`src/rtl/stage_if_prefetch.sv`:
```
// IF stage: clocked fetch FSM feeding a DEPTH-entry {pc, inst} prefetch FIFO.
// Define IF_BYPASS_EN to forward a push into an empty FIFO straight to IF/ID.
module stage_if_prefetch #(
   parameter int unsigned       ADDR_W   = 32,
   parameter int unsigned       INST_W   = 32,
   parameter int unsigned       DEPTH    = 4,
   parameter logic [ADDR_W-1:0] RESET_PC = '0
) (
   input  logic              clk,
   input  logic              rst,
   input  logic              mem_busy,
   input  logic              mem_done,
   input  logic [INST_W-1:0] mem_data,
   output logic              mem_re,
   output logic [ADDR_W-1:0] mem_addr,
   input  logic              redirect,
   input  logic [ADDR_W-1:0] redirect_pc,
   input  logic              stall,
   output logic              valid_o,
   output logic [ADDR_W-1:0] pc_o,
   output logic [INST_W-1:0] inst_o,
   output logic              stallreq
);

   localparam int unsigned PW = $clog2(DEPTH);
   localparam int unsigned CW = PW + 2;
   localparam logic [CW-1:0] DEPTH_C = CW'(DEPTH);

   typedef enum logic [1:0] {IDLE, REQ, DROP} state_e;

   state_e state_q, state_d;

   logic [ADDR_W-1:0] fetch_pc_q, fetch_pc_d;
   logic [ADDR_W-1:0] addr_q, addr_d;
   logic [PW-1:0]     rd_ptr_q, rd_ptr_d;
   logic [PW-1:0]     wr_ptr_q, wr_ptr_d;
   logic [PW:0]       count_q, count_d;
   logic [ADDR_W-1:0] fifo_pc_q   [DEPTH];
   logic [INST_W-1:0] fifo_inst_q [DEPTH];

   logic          empty, push, pop, byp;
   logic          wr_en, rd_en;
   logic          issue_idle, issue_next;
   logic [CW-1:0] cnt_ext, pop_ext;

   assign empty = (count_q == '0);
   assign push  = (state_q == REQ) && mem_done && !redirect;

`ifdef IF_BYPASS_EN
   assign byp     = push && empty;
   assign valid_o = !empty || byp;
   assign pc_o    = byp ? addr_q : fifo_pc_q[rd_ptr_q];
   assign inst_o  = byp ? mem_data : fifo_inst_q[rd_ptr_q];
`else
   assign byp     = 1'b0;
   assign valid_o = !empty;
   assign pc_o    = fifo_pc_q[rd_ptr_q];
   assign inst_o  = fifo_inst_q[rd_ptr_q];
`endif

   assign stallreq = !valid_o;
   assign pop      = valid_o && !stall && !redirect;
   assign rd_en    = pop && !empty;
   assign wr_en    = push && !(byp && !stall);

   // Space checks look ahead at this cycle's pop/push.
   assign cnt_ext    = CW'(count_q);
   assign pop_ext    = CW'(pop);
   assign issue_idle = !mem_busy && !redirect
                       && ((cnt_ext - pop_ext) < DEPTH_C);
   assign issue_next = !mem_busy
                       && ((cnt_ext + CW'(1) - pop_ext) < DEPTH_C);

   always_ff @(posedge clk) begin
      if (rst) state_q <= IDLE;
      else     state_q <= state_d;
   end

   always_comb begin
      state_d = state_q;
      unique case (state_q)
         IDLE: begin
            if (issue_idle) state_d = REQ;
         end
         REQ: begin
            if (redirect)
               state_d = mem_done ? IDLE : DROP;
            else if (mem_done)
               state_d = issue_next ? REQ : IDLE;
         end
         DROP: begin
            if (mem_done) state_d = IDLE;
         end
         default: state_d = IDLE;
      endcase
   end

   always_comb begin
      mem_re = (state_q == REQ);
   end

   assign mem_addr = addr_q;

   always_comb begin
      fetch_pc_d = fetch_pc_q;
      addr_d     = addr_q;
      if (redirect)
         fetch_pc_d = redirect_pc;
      else if (push)
         fetch_pc_d = fetch_pc_q + ADDR_W'(4);
      if (state_q == IDLE && issue_idle)
         addr_d = fetch_pc_q;
      else if (push && issue_next)
         addr_d = fetch_pc_q + ADDR_W'(4);
   end

   always_comb begin
      rd_ptr_d = rd_ptr_q + PW'(rd_en);
      wr_ptr_d = wr_ptr_q + PW'(wr_en);
      count_d  = count_q + (PW+1)'(wr_en) - (PW+1)'(rd_en);
      if (redirect) begin
         rd_ptr_d = '0;
         wr_ptr_d = '0;
         count_d  = '0;
      end
   end

   always_ff @(posedge clk) begin
      if (rst) begin
         fetch_pc_q <= RESET_PC;
         addr_q     <= '0;
         rd_ptr_q   <= '0;
         wr_ptr_q   <= '0;
         count_q    <= '0;
      end else begin
         fetch_pc_q <= fetch_pc_d;
         addr_q     <= addr_d;
         rd_ptr_q   <= rd_ptr_d;
         wr_ptr_q   <= wr_ptr_d;
         count_q    <= count_d;
      end
   end

   always_ff @(posedge clk) begin
      if (rst) begin
         for (int unsigned i = 0; i < DEPTH; i++) begin
            fifo_pc_q[i]   <= '0;
            fifo_inst_q[i] <= '0;
         end
      end else if (wr_en) begin
         fifo_pc_q[wr_ptr_q]   <= addr_q;
         fifo_inst_q[wr_ptr_q] <= mem_data;
      end
   end

endmodule
```
`config.mk`:
```
export PLATFORM = sky130hd
export DESIGN_NAME = stage_if_prefetch
export DESIGN_NICKNAME = d
export VERILOG_FILES = /design/src/rtl/stage_if_prefetch.sv
export SDC_FILE = /design/constraint.sdc
export NUM_CORES = 1
export LEC_CHECK = 0
export CORE_UTILIZATION = 49
export CTS_BUF_LIST = sky130_fd_sc_hd__clkbuf_16
export CTS_CLUSTER_DIAMETER = 60
export DETAILED_ROUTE_END_ITERATION = 8
export PLACE_DENSITY = 0.8
export SYNTH_ARGS = -nofsm -noshare
export SYNTH_HDL_FRONTEND = slang
export SYNTH_SLANG_ARGS = --single-unit
```
`constraint.sdc`:
```
create_clock -name clk -period 7.55 [get_ports clk]
set_clock_uncertainty 0.15 [all_clocks]
set_input_delay 2.265 -clock clk [delete_from_list [all_inputs] [get_ports clk]]
set_output_delay 2.265 -clock clk [all_outputs]
set_load 0.05 [all_outputs]
```
After elaboration in Yosys (flattened, before gate mapping)
Memory sizes are Yosys's and may differ from the RTL's. A register that Yosys moved wholly into a read port is not among the register bits. Cells that the tools add are included.

$add $sub $neg: 8. Equal/unequal tests: 5. Muxes and demuxes: 24. Order comparisons: 2. Reduce and logical (&&, ||, !) cells: 22.

Operators with widths (number): 2-to-1 mux 32 bit (6); OR reduction 32 bit (2); adder 32 x 3 -> 32 bit, second input constant (1); 2-to-1 mux 2 bit (9); logical AND 1 bit (10); less-than comparator 4 x 3 -> 1 bit, second input constant (2); 2-to-1 mux 1 bit (8); one-hot mux 2 bit (3 select lines) (1); adder 2 x 1 -> 2 bit (2); adder 3 x 1 -> 4 bit, second input constant (1); logical NOT 1 bit (4); inequality test 2 bit, second input constant (2); nonzero test 2 bit (2); subtractor 3 x 1 -> 4 bit (1); subtractor 4 x 1 -> 4 bit (1); adder 3 x 1 -> 3 bit (1); logical NOT 3 bit (1); inequality test 3 x 2 -> 1 bit, second input constant (1); AND reduction 3 bit (1); subtractor 3 x 1 -> 3 bit (1); equality test 2 x 1 -> 1 bit, second input constant (1); equality test 2 bit, second input constant (1); logical NOT 2 bit (1); OR reduction 2 bit (1).

Register bits after elaboration: 73. Memories: 2. Bits of input ports: 70. RAM bits: 256. Output and inout bits: 99.

Memory list: fifo_inst_q (depth 4, width 32, read ports 1, clocked after Yosys merged registers in 1, wr ports 4, RTL line 39) `logic [INST_W-1:0] fifo_inst_q [DEPTH];`; fifo_pc_q (depth 4, width 32, read ports 1, clocked after Yosys merged registers in 1, wr ports 4, RTL line 38) `logic [ADDR_W-1:0] fifo_pc_q [DEPTH];`.

Depth between registers and ports, before layout
Gate-level depths: netlist (run 1).

Depth in word-level cells: 11. Depth in mapped cells: 10. Depth with buffers taken out: 10.

Worst setup path after synthesis (run 1)
Ideal clock, no wire load.

Kind: input -> register. Start point: input port redirect. End point: memory fifo_inst_q[2][0] (enable). Library setup time: 0.394 ns. Setup slack: 2.907 ns. Stages on the path: 5. Arrival: 4.099 ns. Buffers on the path: 2. Cells stage by stage: or2_1 > clkbuf_1 > nor4b_1 > clkbuf_1 > or2_2.

RTL lines: from (decl) (RTL line 16) `input logic redirect,`; to (decl) (RTL line 39).

==> results_dict.tcl, run 1 <==
set metrics [dict create \
    hold_path_class "reg2reg" \
    synth_compound_area_frac 0.0515 \
    min_period_ns 5.73 \
    clkSlewWorstSetupHoldPaths_ns 0.06 \
    dominantRegCellSynth "edfxtp_1" \
    postCtsHoldBufs 0 \
    final_nets 1340 \
    final_util 0.602 \
    end_kind "output pin" \
    start_util 0.501 \
    yosysUniqueCellTypes 56 \
    stdcell_count 1678 \
    ff2ff_path_depth 3 \
    numCtsBuffers 35 \
    drc 0 \
    ir_drop_uv 155 \
    cts_tree "built" \
    die_w_um 177 \
    hold_viol_final 0 \
    syn_nets 1215 \
    dieHeight_um 177 \
    slew_violations 0 \
    drt-pass1-iter-count 6 \
    clock-sinks 329 \
    post-place-ws_ns 2.21 \
    via_per_inst 5.93 \
    synth_warnings 0 \
    final_common_cell "edfxtp_1" \
    drive_above_1_share 0.111 \
    placed_cells_incl_taps 1616 \
    critPathSlowestCell "dfxtp_4" \
    antenna_found_initial 0 \
    ios 169 \
    antenna_left 0 \
    drt_iter0_markers 1174 \
    final_cell_mix "edfxtp_1, and2_1, clkdlybuf4s50_1" \
    p_leak_nw 6.49 \
    ys_ff_latch 329 \
    grt_pass1_wl_um 56000 \
    grt_util_all_layers 0.235 \
    critPathRequiredTime_ns 5.14 \
    synth_adder_area_share 0.00636 \
    worstMarginPinSlew_ns 1.22 \
    drv_cap 0 \
    synthSimpleGateAreaFrac 0.186 \
    rsz0062_at_grt "no" \
    grt_max_degree 66 \
    muxShareOfSynthArea 0.102 \
    fin_crit_sh 0.759 \
    max_stage_delay_ns 1.03 \
    htree_levels 2 \
    postRouteWirelength_um 36500 \
    ys_seq_area_frac 0.612 \
    die_area_um2 31200 \
    clock.fmax_mhz 174 \
    start_kind "flop" \
    avgSynthCellArea_um2 13.1 \
    wl_per_cell_um 21.8 \
    finalSetupTns_ns 0 \
    syn_inst 1138 \
    power_density_nw_per_um2 221 \
    core_area_um2 29900 \
    synth-edff-count 256 \
    postCtsSetupBuffers 0 \
    clock_latency_ns 0.51 \
    vias 9952 \
    whs_path_depth 2 \
    dp_hpwl_um 21700 \
    stdcell_area_um2 18000 \
    crit_path_cell_trace "buf_4 -> mux4_2 -> clkdlybuf4s50_1" \
    root_buffer "clkbuf_16" \
    grt_pass1_vias 9718 \
    outcome "finished clean" \
    syn_area_um2 15000 \
    setup_violations 0 \
    synth_top_family_by_area "simple AND/OR/NAND/NOR gates" \
    layout_setup_ws_ns 1.82 \
    async_reset_ff_frac 0 \
    rows 63 \
    placed_area_um2 16900 \
    worst-path-max-fanout 48 \
    n_antenna_cell 0 \
    critPathKind "reg2out" \
    gp_congestion 0.859 \
    synth_xor_xnor_area_share 0.0164 \
    gr-total-overflow 0 \
    cts_max_path_buffers 3 \
    port_buffers 168 \
    crit_arrival_ns 3.32 \
    cts_resized 0 \
    synthToLayoutAreaGrowth_pct 20.2 \
    relSlewSlack 0.188 \
]
[state kept, by name (all words and copies together), names as in the netlist]
signal and cells:
fifo_inst_q 128, fifo_pc_q 128, fetch_pc_q 32, mem_addr 32, count_q 3, rd_ptr_q 2
state_q 2, wr_ptr_q 2
[where the power goes]
part | internal (mW) | total (mW) | switching [mW]
Sequential | 2.01 | 2.06 | 0.0452
Clock | 0.952 | 1.63 | 0.682
Combinational | 0.106 | 0.291 | 0.184
Total | 3.07 | 3.98 | 0.912
[worst max-delay path: cells and delay by family (launching register included)]
| kind | cells | cell delay (ns) |
|---|---|---|
| buffers and inverters | 2 | 1.20 |
| DFF | 1 | 1.03 |
| muxes | 1 | 0.56 |
[per-layer routing]
| metal | up-vias | GRT usage | wire length (um) |
|---|---|---|---|
| li1 | 4507 | - | - |
| met1 | 4898 | 0.321 | 15200 |
| met2 | 496 | 0.389 | 17700 |
| met3 | 51 | 0.0397 | 3020 |
| met4 | 0 | 0.0636 | 657 |
| met5 | - | 0 | 0 |
[final cells by class]
cell class              instances  area (um^2)
multi-input cells             707         5460
clock inverters                25          165
well taps                     390          488
fillers                      2277        11900
clock buffers                  37          926
inverters                      12         45.0
flip-flops and latches        329         9160
repair buffers                178         1750
[through the flow]
stage               power [mW]  hold slack [ns]
finish                    3.98            0.360
global route              4.09            0.407
CTS                       4.00            0.363
detailed placement        2.38            0.356
global placement          2.38            0.338
floorplan                 2.25            0.310
[Yosys cell counts, drive strengths merged (10+ instances only)]
| master | instances | area share |
|---|---|---|
| nand3 | 22 | 0.0080 |
| xor2 | 12 | 0.0070 |
| and3 | 69 | 0.029 |
| nor4 | 17 | 0.0081 |
| dfxtp | 73 | 0.098 |
| nor3 | 20 | 0.0081 |
| a21oi | 39 | 0.013 |
| xnor2 | 16 | 0.0094 |
| clkbuf | 72 | 0.018 |
| a211oi | 10 | 0.0050 |
| buf | 18 | 0.0058 |
| mux4 | 64 | 0.096 |
| and2 | 198 | 0.083 |
| nand4 | 23 | 0.011 |
| o21ai | 29 | 0.0097 |
| edfxtp | 256 | 0.51 |
| nand2 | 45 | 0.011 |
| nor2 | 53 | 0.013 |
| a31oi | 17 | 0.0071 |
| inv | 12 | 0.0030 |
[logic make-up after synthesis]
| kind of cell | Yosys count |
|---|---|
| flops | 329 |
| compound gates | 125 |
| fa+ha+maj | 7 |
| buf+inv | 102 |
| simple gates | 475 |
| mux | 72 |
| xor+xnor | 28 |
[path summary, 6_finish.rpt]
path	startpoint	slack (ns)	endpoint
max	rd_ptr_q[0]	1.82	inst_o[18]
min	fetch_pc_q[1]	0.36	mem_addr[1]
max reg2reg	state_q[1]	4.56	fifo_pc_q[2][12]
min reg2reg	fetch_pc_q[1]	0.36	mem_addr[1]
Power figures use the tool's default switching activity.
==> inputs of run 2 (changes only) <==
--- a/config.mk
+++ b/config.mk
@@ -9,7 +9,7 @@
 export CTS_BUF_LIST = sky130_fd_sc_hd__clkbuf_16
 export CTS_CLUSTER_DIAMETER = 60
 export DETAILED_ROUTE_END_ITERATION = 8
-export PLACE_DENSITY = 0.8
+export PLACE_DENSITY = 0.83
 export SYNTH_ARGS = -nofsm -noshare
 export SYNTH_HDL_FRONTEND = slang
 export SYNTH_SLANG_ARGS = --single-unit
==> constraint.sdc (replaced) <==
create_clock -name clk -period 4.8 [get_ports clk]
set_clock_uncertainty 0.15 [all_clocks]
set_input_delay 1.44 -clock clk [delete_from_list [all_inputs] [get_ports clk]]
set_output_delay 1.44 -clock clk [all_outputs]
set_load 0.05 [all_outputs]
==> results_dict.tcl, run 2 (synthesis gave the netlist of run 1 again) <==
set metrics [dict create \
    critPathSlowestCell "clkdlybuf4s50_1" \
    final_util 0.610 \
    dieHeight_um 177 \
    post-place-ws_ns 0.613 \
    cts_max_path_buffers 3 \
    drc 0 \
    fin_crit_sh 0.917 \
    hold_path_class "reg2reg" \
    gp_congestion 0.873 \
    critPathKind "reg2out" \
    clkSlewWorstSetupHoldPaths_ns 0.06 \
    core_area_um2 29900 \
    rsz0062_at_grt "no" \
    placed_area_um2 17100 \
    final_cell_mix "edfxtp_1, and2_1, clkdlybuf4s50_1" \
    antenna_left 0 \
    synthToLayoutAreaGrowth_pct 21.8 \
    worst-path-max-fanout 27 \
    gr-total-overflow 0 \
    ios 169 \
    cts_tree "built" \
    postCtsSetupBuffers 0 \
    numCtsBuffers 35 \
    drt-pass1-iter-count 6 \
    crit_path_cell_trace "buf_12 -> mux4_2 -> clkdlybuf4s50_1" \
    cts_resized 0 \
    antenna_found_initial 0 \
    crit_arrival_ns 2.81 \
    start_kind "flop" \
    root_buffer "clkbuf_16" \
    drt_iter0_markers 1100 \
    outcome "finished clean" \
    whs_path_depth 2 \
    max_stage_delay_ns 0.73 \
    min_period_ns 4.40 \
    postRouteWirelength_um 36700 \
    vias 10100 \
    clock-sinks 329 \
    n_antenna_cell 0 \
    wl_per_cell_um 21.6 \
    grt_util_all_layers 0.240 \
    slew_violations 0 \
    grt_pass1_vias 10200 \
    start_util 0.501 \
    dp_hpwl_um 23100 \
    drv_cap 0 \
    stdcell_area_um2 18200 \
    hold_end "fetch_pc_q[0]" \
    end_kind "output pin" \
    clock.fmax_mhz 227 \
    drive_above_1_share 0.125 \
    regToRegStartpoint "fetch_pc_q[2]" \
    postCtsHoldBufs 0 \
    grt_max_degree 65 \
    ir_drop_uv 181 \
    final_common_cell "edfxtp_1" \
    ff2ff_path_depth 6 \
    p_leak_nw 6.64 \
    r2r-end "fetch_pc_q[26]" \
    port_buffers 168 \
    clock_latency_ns 0.51 \
    relSlewSlack 0.194 \
    reg.largest.list "fifo_inst_q: 128 flops, fifo_pc_q: 128 flops" \
    final_nets 1360 \
    die_w_um 177 \
    hold_viol_final 0 \
    htree_levels 2 \
    layout_setup_ws_ns 0.398 \
    die_area_um2 31200 \
    setup_violations 0 \
    via_per_inst 5.92 \
    worstMarginPinSlew_ns 1.21 \
    grt_pass1_wl_um 57300 \
    r2r_slack_ns 1.79 \
    hp-start "fetch_pc_q[0]" \
    critPathRequiredTime_ns 3.21 \
    rows 63 \
    finalSetupTns_ns 0 \
    power_density_nw_per_um2 343 \
]
==> run 2: changes by cell type in the layout (fill, tap and decap cells not counted), sizes merged <==
cell	before	now
clkbuf	37	38
bufinv	2	1
clkinvlp	4	0
buf	11	31
inv	20	25
==> run 2: power by group <==
| part | switching (mW) | total [mW] | internal [mW] |
|---|---|---|---|
| Clock | 1.07 | 2.55 | 1.48 |
| Combinational | 0.294 | 0.475 | 0.181 |
| Sequential | 0.0690 | 3.23 | 3.16 |
| Total | 1.43 | 6.25 | 4.82 |
==> run 2: worst max-delay path: cells and delay by family, from the launching register on <==
family | cells | cell delay (ns)
flip-flops | 1 | 0.72
multiplexers | 1 | 0.56
buffers and inverters | 2 | 0.99
==> run 2: through the flow <==
step	instances	hold slack [ns]	power, mW
after global routing	1699	0.415	6.42
after global placement	1636	0.338	3.75
final	1699	0.353	6.25
after CTS	1699	0.351	6.28
after floorplan	1138	0.310	3.54
after detailed placement	1636	0.337	3.76
==> run 2: cell type report <==
type	instances	area [um^2]
clock buffer	38	951
clock inverter	25	133
fill	2244	11700
inverter	12	45.0
multi-input combinational	707	5460
sequential	329	9160
tap	390	488
timing repair buffer	198	1990
==> run 2: worst max path at each step <==
| stage | endpoint | depth (start not counted) | slack [ns] | startpoint |
|---|---|---|---|---|
| 3_5_place_dp | mem_addr[1] | 6 | 0.61 | mem_done |
| 4_1_cts | pc_o[14] | 3 | 0.34 | rd_ptr_q[0] |
| 2_1_floorplan | fifo_inst_q[2][0] | 5 | 0.98 | redirect |
| 6_report | pc_o[14] | 3 | 0.40 | rd_ptr_q[0] |
| 5_1_grt | pc_o[12] | 3 | 0.27 | rd_ptr_q[0] |
| 3_3_place_gp | mem_addr[1] | 6 | 0.65 | redirect |
==> run 2: per-layer routing <==
metal  track usage  share of wire  up-vias
met5             0              0        -
met2         0.408           0.50      479
li1              -              -     4544
met1         0.319           0.40     4963
met4        0.0758          0.027        0
met3        0.0337          0.077       67
